File: config.mk
export PLATFORM = sky130hd
export DESIGN_NAME = mode_ctrl
export DESIGN_NICKNAME = d
export VERILOG_FILES = /design/src/rtl/mode_ctrl.sv
export SDC_FILE = /design/constraint.sdc
export NUM_CORES = 1
export LEC_CHECK = 0
export CAP_MARGIN = 30
export CORE_MARGIN = 2
export CORE_UTILIZATION = 30
export DETAILED_ROUTE_END_ITERATION = 10
export DONT_BUFFER_PORTS = 1
export PLACE_DENSITY = 0.5
export SETUP_SLACK_MARGIN = 0.15
export SLEW_MARGIN = 10
export SYNTH_ARGS = -nofsm -noshare
export SYNTH_HDL_FRONTEND = slang
export SYNTH_SLANG_ARGS = --single-unit
File: constraint.sdc
create_clock -name clk -period 6.8 [get_ports clk]
set_input_delay 0.68 -clock clk [delete_from_list [all_inputs] [get_ports clk]]
set_output_delay 0.68 -clock clk [all_outputs]
set_load 0.01 [all_outputs]
File: src/rtl/mode_ctrl.sv
// mode_ctrl: ChronoX function scheduler. Handles mode select, key routing, display mux and round-robin alert preemption.
// Optional build macro MODE_LOCK_EN adds a per-mode lock input that turns MODE_KEY into an ordinary forwarded key.
module mode_ctrl #(
   parameter int unsigned NUM_MODES    = 4,
   parameter int unsigned DATA_W       = 21,
   parameter logic [2:0]  MODE_KEY     = 3'd1,
   parameter logic [31:0] ALERT_CYCLES = 32'd500_000_000,
   parameter logic [24:0] BLINK_CYCLES = 25'd25_000_000
) (
   input  logic                          clk,
   input  logic                          rst,
   input  logic [2:0]                    key_val,
   input  logic [DATA_W*NUM_MODES-1:0]   data_in,
   input  logic [NUM_MODES-1:0]          alert_req,
`ifdef MODE_LOCK_EN
   input  logic [NUM_MODES-1:0]          lock,
`endif
   output logic [3*NUM_MODES-1:0]        key_route,
   output logic [DATA_W-1:0]             data_out,
   output logic [1:0]                    mode,
   output logic [1:0]                    disp_mode,
   output logic                          mode_chg,
   output logic [NUM_MODES-1:0]          alert_ack,
   output logic                          blink
);
   typedef enum logic {NORMAL, ALERT} state_e;

   state_e                 state_q, state_d;
   logic [1:0]             mode_q, mode_d, alert_mode_q, alert_mode_d, last_grant_q, last_grant_d;
   logic [31:0]            tmo_cnt_q, tmo_cnt_d;
   logic [24:0]            blink_cnt_q, blink_cnt_d;
   logic                   blink_q, blink_d, mode_chg_q, mode_chg_d;
   logic [3*NUM_MODES-1:0] key_route_q, key_route_d;
   logic [NUM_MODES-1:0]   ack_q, ack_d, req_live;
   logic [DATA_W-1:0]      data_q, data_d;
   logic [1:0]             disp_sel, grant;
   logic                   grant_vld, req_cur, locked, tmo_hit, key_hit;

   always_ff @(posedge clk or negedge rst) begin
      if (!rst) state_q <= NORMAL;
      else      state_q <= state_d;
   end

   always_ff @(posedge clk or negedge rst) begin
      if (!rst) begin
         mode_q       <= '0;
         alert_mode_q <= '0;
         last_grant_q <= 2'(NUM_MODES-1);
         tmo_cnt_q    <= '0;
         blink_cnt_q  <= '0;
         blink_q      <= 1'b0;
         mode_chg_q   <= 1'b0;
         key_route_q  <= '0;
         ack_q        <= '0;
         data_q       <= '0;
      end else begin
         mode_q       <= mode_d;
         alert_mode_q <= alert_mode_d;
         last_grant_q <= last_grant_d;
         tmo_cnt_q    <= tmo_cnt_d;
         blink_cnt_q  <= blink_cnt_d;
         blink_q      <= blink_d;
         mode_chg_q   <= mode_chg_d;
         key_route_q  <= key_route_d;
         ack_q        <= ack_d;
         data_q       <= data_d;
      end
   end

   // The ack is registered, so the acknowledged request is still high for one cycle; mask it from arbitration.
   always_comb begin
      req_live  = alert_req & ~ack_q;
      grant_vld = 1'b0;
      grant     = '0;
      for (int unsigned j = 0; j < NUM_MODES; j++)
         if (!grant_vld && req_live[j] && (2'(j) > last_grant_q)) begin
            grant_vld = 1'b1;
            grant     = 2'(j);
         end
      for (int unsigned j = 0; j < NUM_MODES; j++)
         if (!grant_vld && req_live[j]) begin
            grant_vld = 1'b1;
            grant     = 2'(j);
         end
      req_cur = 1'b0;
      locked  = 1'b0;
      for (int unsigned j = 0; j < NUM_MODES; j++) begin
         if (alert_mode_q == 2'(j)) req_cur = alert_req[j];
`ifdef MODE_LOCK_EN
         if (mode_q == 2'(j)) locked = lock[j];
`endif
      end
      tmo_hit  = (tmo_cnt_q == ALERT_CYCLES - 32'd1);
      key_hit  = (key_val != 3'd0);
      disp_sel = (state_q == ALERT) ? alert_mode_q : mode_q;
   end

   always_comb begin
      state_d = state_q;
      case (state_q)
         NORMAL:  if (grant_vld) state_d = ALERT;
         ALERT:   if (key_hit || tmo_hit || !req_cur) state_d = NORMAL;
         default: state_d = NORMAL;
      endcase
   end

   always_comb begin
      mode_d       = mode_q;
      alert_mode_d = alert_mode_q;
      last_grant_d = last_grant_q;
      tmo_cnt_d    = tmo_cnt_q;
      blink_cnt_d  = blink_cnt_q;
      blink_d      = blink_q;
      mode_chg_d   = 1'b0;
      key_route_d  = '0;
      ack_d        = '0;
      data_d       = '0;
      for (int unsigned j = 0; j < NUM_MODES; j++)
         if (disp_sel == 2'(j)) data_d = data_in[j*DATA_W +: DATA_W];
      case (state_q)
         NORMAL: begin
            if (key_val == MODE_KEY && !locked) begin
               mode_d     = (mode_q == 2'(NUM_MODES-1)) ? 2'd0 : mode_q + 2'd1;
               mode_chg_d = 1'b1;
            end else if (key_hit) begin
               for (int unsigned j = 0; j < NUM_MODES; j++)
                  if (mode_q == 2'(j)) key_route_d[j*3 +: 3] = key_val;
            end
            if (grant_vld) begin
               alert_mode_d = grant;
               last_grant_d = grant;
               tmo_cnt_d    = '0;
               blink_cnt_d  = '0;
               blink_d      = 1'b1;
            end
         end
         ALERT: begin
            if (key_hit || tmo_hit)
               for (int unsigned j = 0; j < NUM_MODES; j++)
                  if (alert_mode_q == 2'(j)) ack_d[j] = 1'b1;
            if (state_d == NORMAL) begin
               tmo_cnt_d   = '0;
               blink_cnt_d = '0;
               blink_d     = 1'b0;
            end else begin
               tmo_cnt_d = tmo_cnt_q + 32'd1;
               if (blink_cnt_q == BLINK_CYCLES - 25'd1) begin
                  blink_cnt_d = '0;
                  blink_d     = !blink_q;
               end else begin
                  blink_cnt_d = blink_cnt_q + 25'd1;
               end
            end
         end
         default: ;
      endcase
   end

   assign key_route = key_route_q;
   assign data_out  = data_q;
   assign mode      = mode_q;
   assign disp_mode = disp_sel;
   assign mode_chg  = mode_chg_q;
   assign alert_ack = ack_q;
   assign blink     = blink_q;
endmodule

Word-level counts from Yosys, hierarchy flattened
Index checks and enable logic that the tools add are counted.

operators by class
  bitwise logic cells = 3
  div/mod/pow operators = 0
  magnitude comparators = 4
  eq/ne operators = 14
  muxes and demuxes = 54
  shifts and indexed selects = 0
  reduce and logical (&&, ||, !) cells = 29
  multipliers = 0
  add/sub/neg operators = 3

operator list
  operator               number
  $mux 21                4
  $mux 25                3
  $mux 32                2
  $pmux 32 s2            1
  $pmux 25 s2            1
  $mux 12                3
  $add 32x1->32 const B  1
  $eq 32x29->1 const B   1
  $add 25x1->25 const B  1
  $eq 25x25->1 const B   1
  $mux 1                 24
  $mux 2                 8
  $eq 2x2->1 const B     6
  $mux 3                 4
  $logic_and 1x1->1      11
  $logic_not 1->1        9
  $mux 4                 2
  $eq 2x1->1 const B     3
  $logic_not 2->1        3
  $reduce_and 2->1       3
  $and 4x4->4            1
  $gt 1x2->1 const A     2
  $gt 2x2->1 const A     2
  $not 4->4              1
  other kinds (8)        10

storage, ports and cells
  register bits = 103
  word-level logic and storage cells = 118
  latch bits = 0
  memories kept = 0
  bits in read-only memories = 0
  memory bits (writable) = 0
  output and inout port bits = 43
  input bits = 93

Longest topological paths before layout
Gate-level depths: netlist of the first run.

  word-level depth = 32
  depth in mapped cells = 9
  depth with buffers taken out = 6

Worst setup path before layout of the first run
OpenSTA, ideal clock, no wires.

  kind = input to register
  from = input alert_req[3]
  to = register tmo_cnt_q[16]
  stages = 7
  setup slack = 4.403 ns
  buffers on the path = 2
  setup time = 0.126 ns
  arrival time = 2.271 ns
  data required time = 6.674 ns
  cell sequence = mux4_2 nand3_1 o21bai_1 clkbuf_1 clkbuf_1 nor2_1 a221o_1

between the ends
  word-level cells in the longest chain between the ends = 20
  elaborated cells on any way between the ends = 25

RTL lines
  element                          RTL line  text
  start: declaration               14        input logic [NUM_MODES-1:0] alert_req,
  $and 4x4->4                      72        req_live = alert_req & ~ack_q;
  $logic_and 1x1->1 (2 in series)  76        if (!grant_vld && req_live[j] && (2'(j) > last_grant_q)) begin
  $mux 1                           76
  $logic_not 1->1                  81        if (!grant_vld && req_live[j]) begin
  $logic_and 1x1->1                81
  $mux 1                           81
  $logic_not 1->1                  81
  $logic_and 1x1->1                81
  [... 3 more ...]                 -
  $mux 1                           81
  $logic_not 1->1                  81
  $logic_and 1x1->1                81
  $mux 1                           81
  $mux 1                           101       NORMAL: if (grant_vld) state_d = ALERT;
  $pmux 1 s2                       100       case (state_q)
  $mux 32                          141       if (state_d == NORMAL) begin
  $pmux 32 s2                      120       case (state_q)
  end signal: assignment           60        tmo_cnt_q <= tmo_cnt_d;
  end: declaration                 30        logic [31:0] tmo_cnt_q, tmo_cnt_d;

Parallel ways exist; a longest one is shown, timed or not.
A chain may end at the register's enable or synchronous reset.

Worst setup path in the final report of the first run
  from = register state_q
  to = output disp_mode[1]

between the ends
  word-level cells in the longest chain between the ends = 1

RTL lines
  element                   RTL line  text
  start: declaration        28        state_e state_q, state_d;
  start signal: assignment  41        else state_q <= state_d;
  $mux 2                    95        disp_sel = (state_q == ALERT) ? alert_mode_q : mode_q;
  end: declaration          21        output logic [1:0] disp_mode,

Every way passes these cells.

==> results by group, run 1 <==
Clock tree
  – CTS tree: done
  – Post-CTS Resized: 0
  – Root Driver: clkbuf_16
  – CTS sink cnt: 103
  – Worst skew pair latency: 350 ps
  – CTS Buffer Depth: 2
  – H-Tree Depth: 3
  – Setup Fix Bufs, Post-CTS: 0
  – CTS buffer count: 9
  – Clk pin slew, worst setup/hold paths: 70 ps

Power and ir drop
  – PwrDens: 333 nW/um2
  – Pint: 1.27 mW
  – Sequential fraction of design power: 43.5%
  – Clk network pwr share: 25.3%
  – Total power: 2.03 mW
  – Comb pwr share: 31.2%
  – VDD IR max: 0.226 mV
  – LEAKAGE: 2.53 nW
  – Sw frac: 37.2%
  – P_sw: 754 uW

Critical path
  – Reg-to-Reg Start: blink_cnt_q[19]$_DFFE_PN0P_
  – Setup crit end kind: output port
  – CP max FO: 43
  – Worst R2R Path Depth: 5
  – Reg2Reg Setup Slack: 3820 ps
  – Crit Reg-Reg Endpoint: blink_cnt_q[23]$_DFFE_PN0P_
  – Worst EP arrival: 2370 ps
  – Setup crit start kind: register
  – CP Class: reg2out
  – CP required: 6120 ps

Synthesis
  – Post-synth EDFFs: 0
  – Post-synth net total: 733
  – Largest cells by area after synthesis: dfrtp_1 46%, nand2_1 8.3%, a31oi_1 4.7%
  – Top_reg_cell synth: dfrtp_1
  – Cell with the most instances after synthesis: nand2_1
  – Synth cell types: 62
  – Share of the synthesized area in the top cell type: 45.6%
  – Synth Warn #: 0
  – Syn Area/Cell: 8.75 um2
  – Yosys top cell by area: dfrtp_1
  – Commonest cells post-synth: 123 x nand2_1, 101 x dfrtp_1, 42 x a31oi_1
  – Post-synthesis sequential area ratio: 46.5%
  – Seq cells post-synth: 103
  – Cell Area, Synth: 5550 um2
  – Async SR Flop Fraction: 100%
  – Synth Instances: 634

Route
  – Vias per cell: 5.53
  – Overall routed net length: 14.3 mm
  – Post-route DRC: 0
  – ANT nets after route: 0
  – Pre-antenna DRT Iters: 4
  – Drt wl/cell: 16.7 um
  – Detailed router's first-iteration violation count: 339
  – Via count: 4711

Die
  – Die area: 19600 um2
  – Die Span Y: 140 um
  – Starting Density: 30.8%
  – Core area: 18000 um2
  – Row cnt: 49
  – Die X: 140 um
  – Num ports: 136

Placed design
  – Gpl congestion: 0.776
  – Port bufs: 0
  – DPL Wire Length: 9.49 mm

Timing
  – Worst slew margin: 33.5%
  – Fmax: 328 MHz
  – Final Skew: 9.13 ps
  – Final setup viols: 0
  – Final setup TNS: 0 ps
  – Crit path time final: 3050 ps
  – Fin crit share: 44.8%
  – Pins Over Slew Limit: 0
  – Unrepaired setup endpoints after global routing: false
  – Final hold viol count: 0
  – Actual slew at the worst max-slew pin: 994 ps
  – Hold slack: 23.1 ps

Job
  – Max cap viols: 0

Layout
  – Nets: 717
  – Share of cells above drive strength 1: 5.30%
  – ANT cells: 0
  – Area growth syn-to-layout: 9.72%
  – Final Util: 33.8%

Global route
  – Grt total ovfl: 0
  – Initial antenna violation count: 0
  – Largest net degree at the start of global routing: 104
  – GRT Overall Usage: 14.6%
  – Vias in the first global route: 4697
  – Global-route wire length before repair: 23.3 mm

Outcome
  – Outcome: finished clean

Worst hold path
  – Worst min path class: in2async
==> how the worst max path moves through the flow <==
stage	start	end	slack [ps]
6_report	state_q$_DFF_PN0_	disp_mode[1]	3750
5_1_grt	state_q$_DFF_PN0_	blink_cnt_q[11]$_DFFE_PN0P_	3510
2_1_floorplan	alert_req[3]	tmo_cnt_q[16]$_DFFE_PN0P_	4400
4_1_cts	state_q$_DFF_PN0_	disp_mode[1]	3740
3_5_place_dp	key_val[0]	blink_cnt_q[14]$_DFFE_PN0P_	3720
3_3_place_gp	state_q$_DFF_PN0_	data_out[4]$_DFF_PN0_	3880
==> final cells by class <==
class / instances / area [um2]
Fill cell: 1915 / 11900
Multi-Input combinational cell: 477 / 2770
Sequential cell: 103 / 2580
Tap cell: 229 / 287
Clock buffer: 13 / 240
Timing Repair Buffer: 9 / 95.1
Inverter: 18 / 67.6
Clock inverter: 3 / 43.8
==> critical path: stages, from the launching register on <==
cell and delay [ps]:
dfrtp_1 610, nand2_1 190, o21a_1 130, buf_4 350, clkinv_1 400, buf_16 290
==> placed cells by master, fill, tap and decap left out, types with 3 or more instances in the layout <==
master and n:
dfrtp_1 101, o21a_1 6, clkbuf_1 4, nor4_1 12
or4_1 4, mux2i_1 3, nor3_1 15, buf_4 5
and3_1 30, o211ai_1 4, nand4_1 17, a221o_1 4
o21ai_0 29, a22o_1 4, nor4b_1 3, or3_1 10
o311ai_0 4, and4_1 10, a31oi_1 42, o21bai_1 3
clkbuf_16 9, inv_1 17, nand3_1 38, and2_1 16
nor2b_1 6, dlygate4sd3_1 3, a21o_1 5, nand2_1 123
nor2_1 18, a21oi_1 17, xor2_1 3, nor3b_1 3
nand2b_1 8, ha_1 6
==> sequential cells by signal, indices dropped and copies added, names as in the netlist, 2 cells and up <==
| signal | count |
|---|---|
| alert_ack | 4 |
| alert_mode_q | 2 |
| blink_cnt_q | 25 |
| data_out | 21 |
| key_route | 12 |
| last_grant_q | 2 |
| mode | 2 |
| tmo_cnt_q | 32 |
==> stage by stage <==
step,instances,cell area [um2],worst slack (ps)
floorplan,634,5550,4400
global placement,832,5740,3880
detailed placement,833,5770,3720
CTS,849,6050,3740
global route,852,6080,3510
finish,852,6080,3750
==> routing by layer <==
metal  vias to the layer above  GRT usage [%]  routed length [um]
li1                       2292              -                   -
met1                      2273           18.8                6530
met2                       134           24.0                6720
met3                        12           4.62                 838
met4                         0           3.84                 176
met5                         -              0                   0
==> power by group through the flow <==
stage	combinational, mW	sequential (mW)	clock (mW)
final	0.631	0.882	0.513
after global routing	0.717	0.899	0.561
after detailed placement	0.633	0.894	0
after floorplan	0.497	0.845	0
after global placement	0.578	0.901	0
after CTS	0.630	0.886	0.535
==> cells by family (layout without fill, tap and decap cells) <==
group	Yosys count	in the layout	share of synthesized area [%]
XOR/XNOR	3	3	0.474
AO/OA/AOI/OAI	139	139	16.5
adder cells (fa/ha/maj)	6	6	1.35
buffers and inverters	54	43	3.81
flip-flops	103	103	46.5
AND/OR/NAND/NOR	324	324	30.2
multiplexers	5	5	1.13
==> repair_timing <==
item	CTS	global route
hold buffers	0	3
endpoints found under the hold margin	0	12
endpoints found under the setup margin	0	0
No activity file was read; power rests on OpenSTA's default activity.
==> inputs of run 2 (changes only) <==
==> constraint.sdc (replaced) <==
create_clock -name clk -period 2.85 [get_ports clk]
set_input_delay 0.285 -clock clk [delete_from_list [all_inputs] [get_ports clk]]
set_output_delay 0.285 -clock clk [all_outputs]
set_load 0.01 [all_outputs]
==> run 2 against run 1 <==
The run now ends with hold timing left. First-iteration DRC count fell by 7.1%. Sequential power rose by 130%. Non-clock buffer count grew 7. Worst hold slack got worse by 400 ps. Sequential share of layout area fell by 0.21 points. Cell count rose by 0.59%. Critical path type is now reg2reg. Largest cell class unchanged. Highest routed layer unchanged.
==> results by group, run 2 (same netlist as run 1, synthesis figures left out) <==
Layout
  – Final Util: 33.9%
  – Post-route insts no fill: 857
  – ANT cells: 0
  – Filler cell count: 1850
  – Nets: 724
  – Final Instance Area: 6110 um2
  – Reg with most FFs: tmo_cnt_q
  – Share of cells above drive strength 1: 7.17%
  – Most frequent cells in the layout: 123 x nand2_1, 101 x dfrtp_1, 42 x a31oi_1, 38 x nand3_1, 30 x and3_1
  – Largest register FFs: 32
  – Area growth syn-to-layout: 10.3%
  – Commonest non-fill, non-tap cell in the layout: nand2_1

Global route
  – GRT Overall Usage: 14.6%
  – Vias in the first global route: 4526
  – Largest net degree at the start of global routing: 104
  – Grt total ovfl: 0
  – Global-route wire length before repair: 23.2 mm
  – Initial antenna violation count: 0

Die
  – Core area: 18000 um2
  – Die Span Y: 140 um
  – Row cnt: 49
  – Die area: 19600 um2
  – Num ports: 136
  – Die X: 140 um
  – Starting Density: 30.8%

Timing
  – Actual slew at the worst max-slew pin: 589 ps
  – Worst slew margin: 60.7%
  – Min setup slack post-route: 353 ps
  – Unrepaired setup endpoints after global routing: false
  – Final setup viols: 0
  – Fmax: 400 MHz
  – Final setup TNS: 0 ps
  – Crit path time final: 2500 ps
  – Pins Over Slew Limit: 0
  – Final hold viol count: 103
  – Final Skew: 4.08 ps
  – Fin crit share: 87.6%
  – Hold slack: -376 ps

Critical path
  – Setup crit end kind: register
  – CP Class: reg2reg
  – CP required: 3140 ps
  – CP max FO: 9
  – Worst EP arrival: 2790 ps
  – Setup crit start kind: register

Placed design
  – Pre-CTS setup slack: 368 ps
  – Port bufs: 0
  – DPL Wire Length: 9.97 mm
  – Placed Area: 5820 um2
  – DP Cell Count: 843
  – Gpl congestion: 0.818

Outcome
  – Outcome: finished with violations
  – Failing checks: hold timing

Route
  – Max layer used: met4
  – Wire length on met1: 6.50 mm
  – Overall routed net length: 14.3 mm
  – Via count: 4798
  – Pre-antenna DRT Iters: 5
  – Post-route DRC: 0
  – ANT nets after route: 0
  – Met3 wire len: 901 um
  – Vias per cell: 5.60
  – Detailed router's first-iteration violation count: 315
  – Drt wl/cell: 16.7 um
  – Met2 wire length: 6.59 mm

Worst hold path
  – Worst min path class: in2async

Power and ir drop
  – Total power: 4.81 mW
  – PwrDens: 787 nW/um2
  – LEAKAGE: 2.57 nW
  – VDD IR max: 0.802 mV

Clock tree
  – Clk pin slew, worst setup/hold paths: 70 ps
  – CTS tree: done
  – Root Driver: clkbuf_16
  – CTS buffer count: 9
  – Post-CTS Resized: 0
  – H-Tree Depth: 3
  – Worst skew pair latency: 350 ps
  – CTS Buffer Depth: 2
  – CTS sink cnt: 103

Job
  – Max cap viols: 0
## run 2: final timing paths
path / from / end / slack, ps / cells past startpoint
worst max-delay path: tmo_cnt_q[0]$_DFFE_PN0P_ / tmo_cnt_q[28]$_DFFE_PN0P_ / 350 / 6
worst min-delay path: rst / alert_mode_q[1]$_DFFE_PN0P_ / -380 / 0
worst max register to register: tmo_cnt_q[0]$_DFFE_PN0P_ / tmo_cnt_q[28]$_DFFE_PN0P_ / 350 / 6
worst min register to register: blink_cnt_q[17]$_DFFE_PN0P_ / blink_cnt_q[17]$_DFFE_PN0P_ / 520 / 1
max in group asynchronous: rst / last_grant_q[1]$_DFFE_PN1P_ / 3050 / 0
min in group clk: key_val[2] / mode_chg$_DFF_PN0_ / 60 / 1
## run 2: where the power goes
part | switching [mW] | internal [mW]
registers | 0.312 | 1.76
logic | 0.922 | 0.562
clock network | 0.542 | 0.720
total | 1.78 | 3.04
## run 2: layout make-up
class                   instances  area, um2  area share, %
multi-input cells             477       2760           45.2
flip-flops and latches        103       2580           42.2
well taps                     229        287           4.69
clock buffers                  11        253           4.13
repair buffers                 16        120           1.96
inverters                      18       67.6           1.10
clock inverters                 3       43.8          0.716
## run 2: repair_timing
item / 4_1_cts / 5_1_grt
buffers inserted: 0 / 0
endpoints found under the hold margin: 103 / 103
setup endpoints to repair: 0 / 0
## run 2: per-layer routing
metal  track usage, %  up-vias
met5                0        -
met4             5.79        0
met3             3.35       21
met2             23.2      173
met1             19.3     2305
li1                 -     2299
## run 2: worst max-delay path: stages, from the launching register on
cell	delay [ps]
dfrtp_1	410
ha_1	240
nand4_1	150
or4_4	610
or3_4	450
or4_1	490
nand3_1	90
==> inputs of run 3 (changes only) <==
--- a/config.mk
+++ b/config.mk
@@ -6,11 +6,10 @@
 export NUM_CORES = 1
 export LEC_CHECK = 0
 export CAP_MARGIN = 30
-export CORE_MARGIN = 2
+export CORE_ASPECT_RATIO = 1.25
 export CORE_UTILIZATION = 30
 export DETAILED_ROUTE_END_ITERATION = 10
 export DONT_BUFFER_PORTS = 1
-export PLACE_DENSITY = 0.5
 export SETUP_SLACK_MARGIN = 0.15
 export SLEW_MARGIN = 10
 export SYNTH_ARGS = -nofsm -noshare
==> run 3 against run 2 <==
The run now ends clean. Count of clock-buffer cells in the layout is 2 lower. Wire length grew 4.3%. Highest routed layer unchanged. Combinational power up 9%. Die area down 2.8%. Sequential share of layout area fell by 0.62 points. Clock skew increased by 6.8 ps. Largest power group unchanged. Sequential power hardly changed. Flip-flop and latch count is the same.
==> results by group, run 3 (same netlist as run 1, synthesis figures left out) <==
Timing
  – Worst slew margin: 61.5%
  – Fmax: 408 MHz
  – Pins Over Slew Limit: 0
  – Fin crit share: 85.9%
  – Min setup slack post-route: 401 ps
  – Unrepaired setup endpoints after global routing: false
  – Crit path time final: 2450 ps
  – Final hold viol count: 0
  – Actual slew at the worst max-slew pin: 577 ps
  – Final setup TNS: 0 ps
  – Final Skew: 10.9 ps
  – Final setup viols: 0

Die
  – Die Span Y: 154 um
  – Core area: 18100 um2
  – Die area: 19000 um2
  – Row cnt: 55
  – Num ports: 136
  – Starting Density: 30.6%
  – Die X: 124 um

Route
  – ANT nets after route: 0
  – Via count: 4866
  – Drt wl/cell: 17.3 um
  – Post-route DRC: 0
  – Pre-antenna DRT Iters: 4
  – Overall routed net length: 14.9 mm
  – Vias per cell: 5.64
  – Detailed router's first-iteration violation count: 304

Clock tree
  – Worst skew pair latency: 360 ps
  – Root Driver: clkbuf_16
  – CTS tree: done
  – CTS sink cnt: 103
  – H-Tree Depth: 3
  – CTS buffer count: 9
  – CTS Buffer Depth: 2
  – Clk pin slew, worst setup/hold paths: 80 ps

Critical path
  – Worst R2R Path Depth: 6
  – CP max FO: 9
  – Slowest cell on crit path: or4_4
  – Setup crit end kind: register
  – CP Class: reg2reg
  – Worst-path cell chain: ha_1 -> nand4_1 -> or4_4 -> or3_4 -> or4_1 -> nand3_1
  – Reg-to-Reg Start: tmo_cnt_q[0]$_DFFE_PN0P_
  – Crit Reg-Reg Endpoint: tmo_cnt_q[28]$_DFFE_PN0P_
  – Crit path buffers/inverters: 0
  – CP top delay family: simple AND/OR/NAND/NOR gates
  – CP max stage delay: 600 ps
  – Setup crit start kind: register
  – CP required: 3150 ps
  – Reg2Reg Setup Slack: 400 ps
  – Crit. Startpoint: tmo_cnt_q[0]$_DFFE_PN0P_
  – Worst EP arrival: 2750 ps

Outcome
  – Outcome: finished clean

Worst hold path
  – Worst min path class: in2reg
  – Hold Path Depth: 1
  – Worst min-delay path startpoint: key_val[2]
  – Hold endpoint: mode_chg$_DFF_PN0_

Placed design
  – Pre-CTS setup slack: 417 ps
  – Placed Area: 5860 um2
  – Gpl congestion: 0.871
  – DPL Wire Length: 10.7 mm
  – Port bufs: 0
  – DP Cell Count: 845

Layout
  – Area growth syn-to-layout: 11.9%
  – Reg with most FFs: tmo_cnt_q
  – Nets: 729
  – Share of cells above drive strength 1: 8.19%
  – Post-route insts no fill: 863
  – Largest register FFs: 32
  – Commonest non-fill, non-tap cell in the layout: nand2_1
  – Final Util: 34.3%
  – ANT cells: 0
  – Final Instance Area: 6210 um2
  – Filler cell count: 1857
  – Most frequent cells in the layout: 123 x nand2_1, 101 x dfrtp_1, 42 x a31oi_1, 38 x nand3_1, 30 x and3_1

Power and ir drop
  – P_sw: 1.96 mW
  – PwrDens: 797 nW/um2
  – Sequential fraction of design power: 41.7%
  – Clk network pwr share: 25.5%
  – Comb pwr share: 32.8%
  – VDD IR max: 1.06 mV
  – LEAKAGE: 2.61 nW
  – Sw frac: 39.6%
  – Pint: 2.99 mW

Global route
  – Vias in the first global route: 4734
  – GRT Overall Usage: 16.0%
  – GR Util met3: 4.78%
  – Largest net degree at the start of global routing: 104
  – Grt peak-use layer: met2
  – Grt total ovfl: 0
  – Global-route wire length before repair: 23.7 mm
  – Met1 Use GR: 18.5%
  – Met2 Use GR: 27.4%
  – Initial antenna violation count: 0

Job
  – Max cap viols: 0
==> run 3: routing by layer <==
metal	routed length, um	up-vias
met2	7520	190
met3	1000	25
li1	-	2311
met1	6010	2340
met4	370	0
met5	0	-
==> run 3: worst max path at each step <==
stage,cells past startpoint,slack (ps),endpoint
after global routing,6,290,tmo_cnt_q[28]$_DFFE_PN0P_
final,6,400,tmo_cnt_q[28]$_DFFE_PN0P_
after detailed placement,6,420,tmo_cnt_q[28]$_DFFE_PN0P_
after global placement,6,430,tmo_cnt_q[28]$_DFFE_PN0P_
after CTS,6,410,tmo_cnt_q[28]$_DFFE_PN0P_
after floorplan,7,480,tmo_cnt_q[28]$_DFFE_PN0P_
==> run 3: cell type report <==
cell class	count	area (um2)	share of cell area [%]
tap	228	285	4.60
clock inverter	7	77.6	1.25
clock buffer	9	225	3.63
multi-input combinational	477	2760	44.5
timing repair buffer	21	205	3.31
sequential	103	2580	41.6
inverter	18	68.8	1.11
==> run 3: repair_timing <==
| item | CTS | global route |
|---|---|---|
| hold buffers | 2 | 0 |
| setup buffers | 0 | 0 |
| resized for setup | 1 | 0 |
| setup endpoints to repair | 1 | 0 |
| endpoints found under the hold margin | 103 | 0 |
==> run 3: worst reg2reg max path, stage by stage (launching register included) <==
cell	delay, ps
dfrtp_1	400
ha_1	250
nand4_1	140
or4_4	600
or3_4	450
or4_1	470
nand3_1	90
==> run 3: metrics by stage <==
step           total power [mW]  hold WS, ps
6_report                   4.95         50.4
5_1_grt                    5.27         35.4
4_1_cts                    5.00         42.4
3_5_place_dp               3.70        -8.20
3_3_place_gp               3.70        -8.32
2_1_floorplan              3.20        -10.6
==> run 3: power groups by stage <==
| stage | Combinational (mW) | Clock [mW] | Sequential [mW] |
|---|---|---|---|
| finish | 1.62 | 1.26 | 2.06 |
| global placement | 1.59 | 0 | 2.10 |
| detailed placement | 1.62 | 0 | 2.09 |
| floorplan | 1.19 | 0 | 2.02 |
| CTS | 1.63 | 1.30 | 2.07 |
| global route | 1.80 | 1.36 | 2.11 |
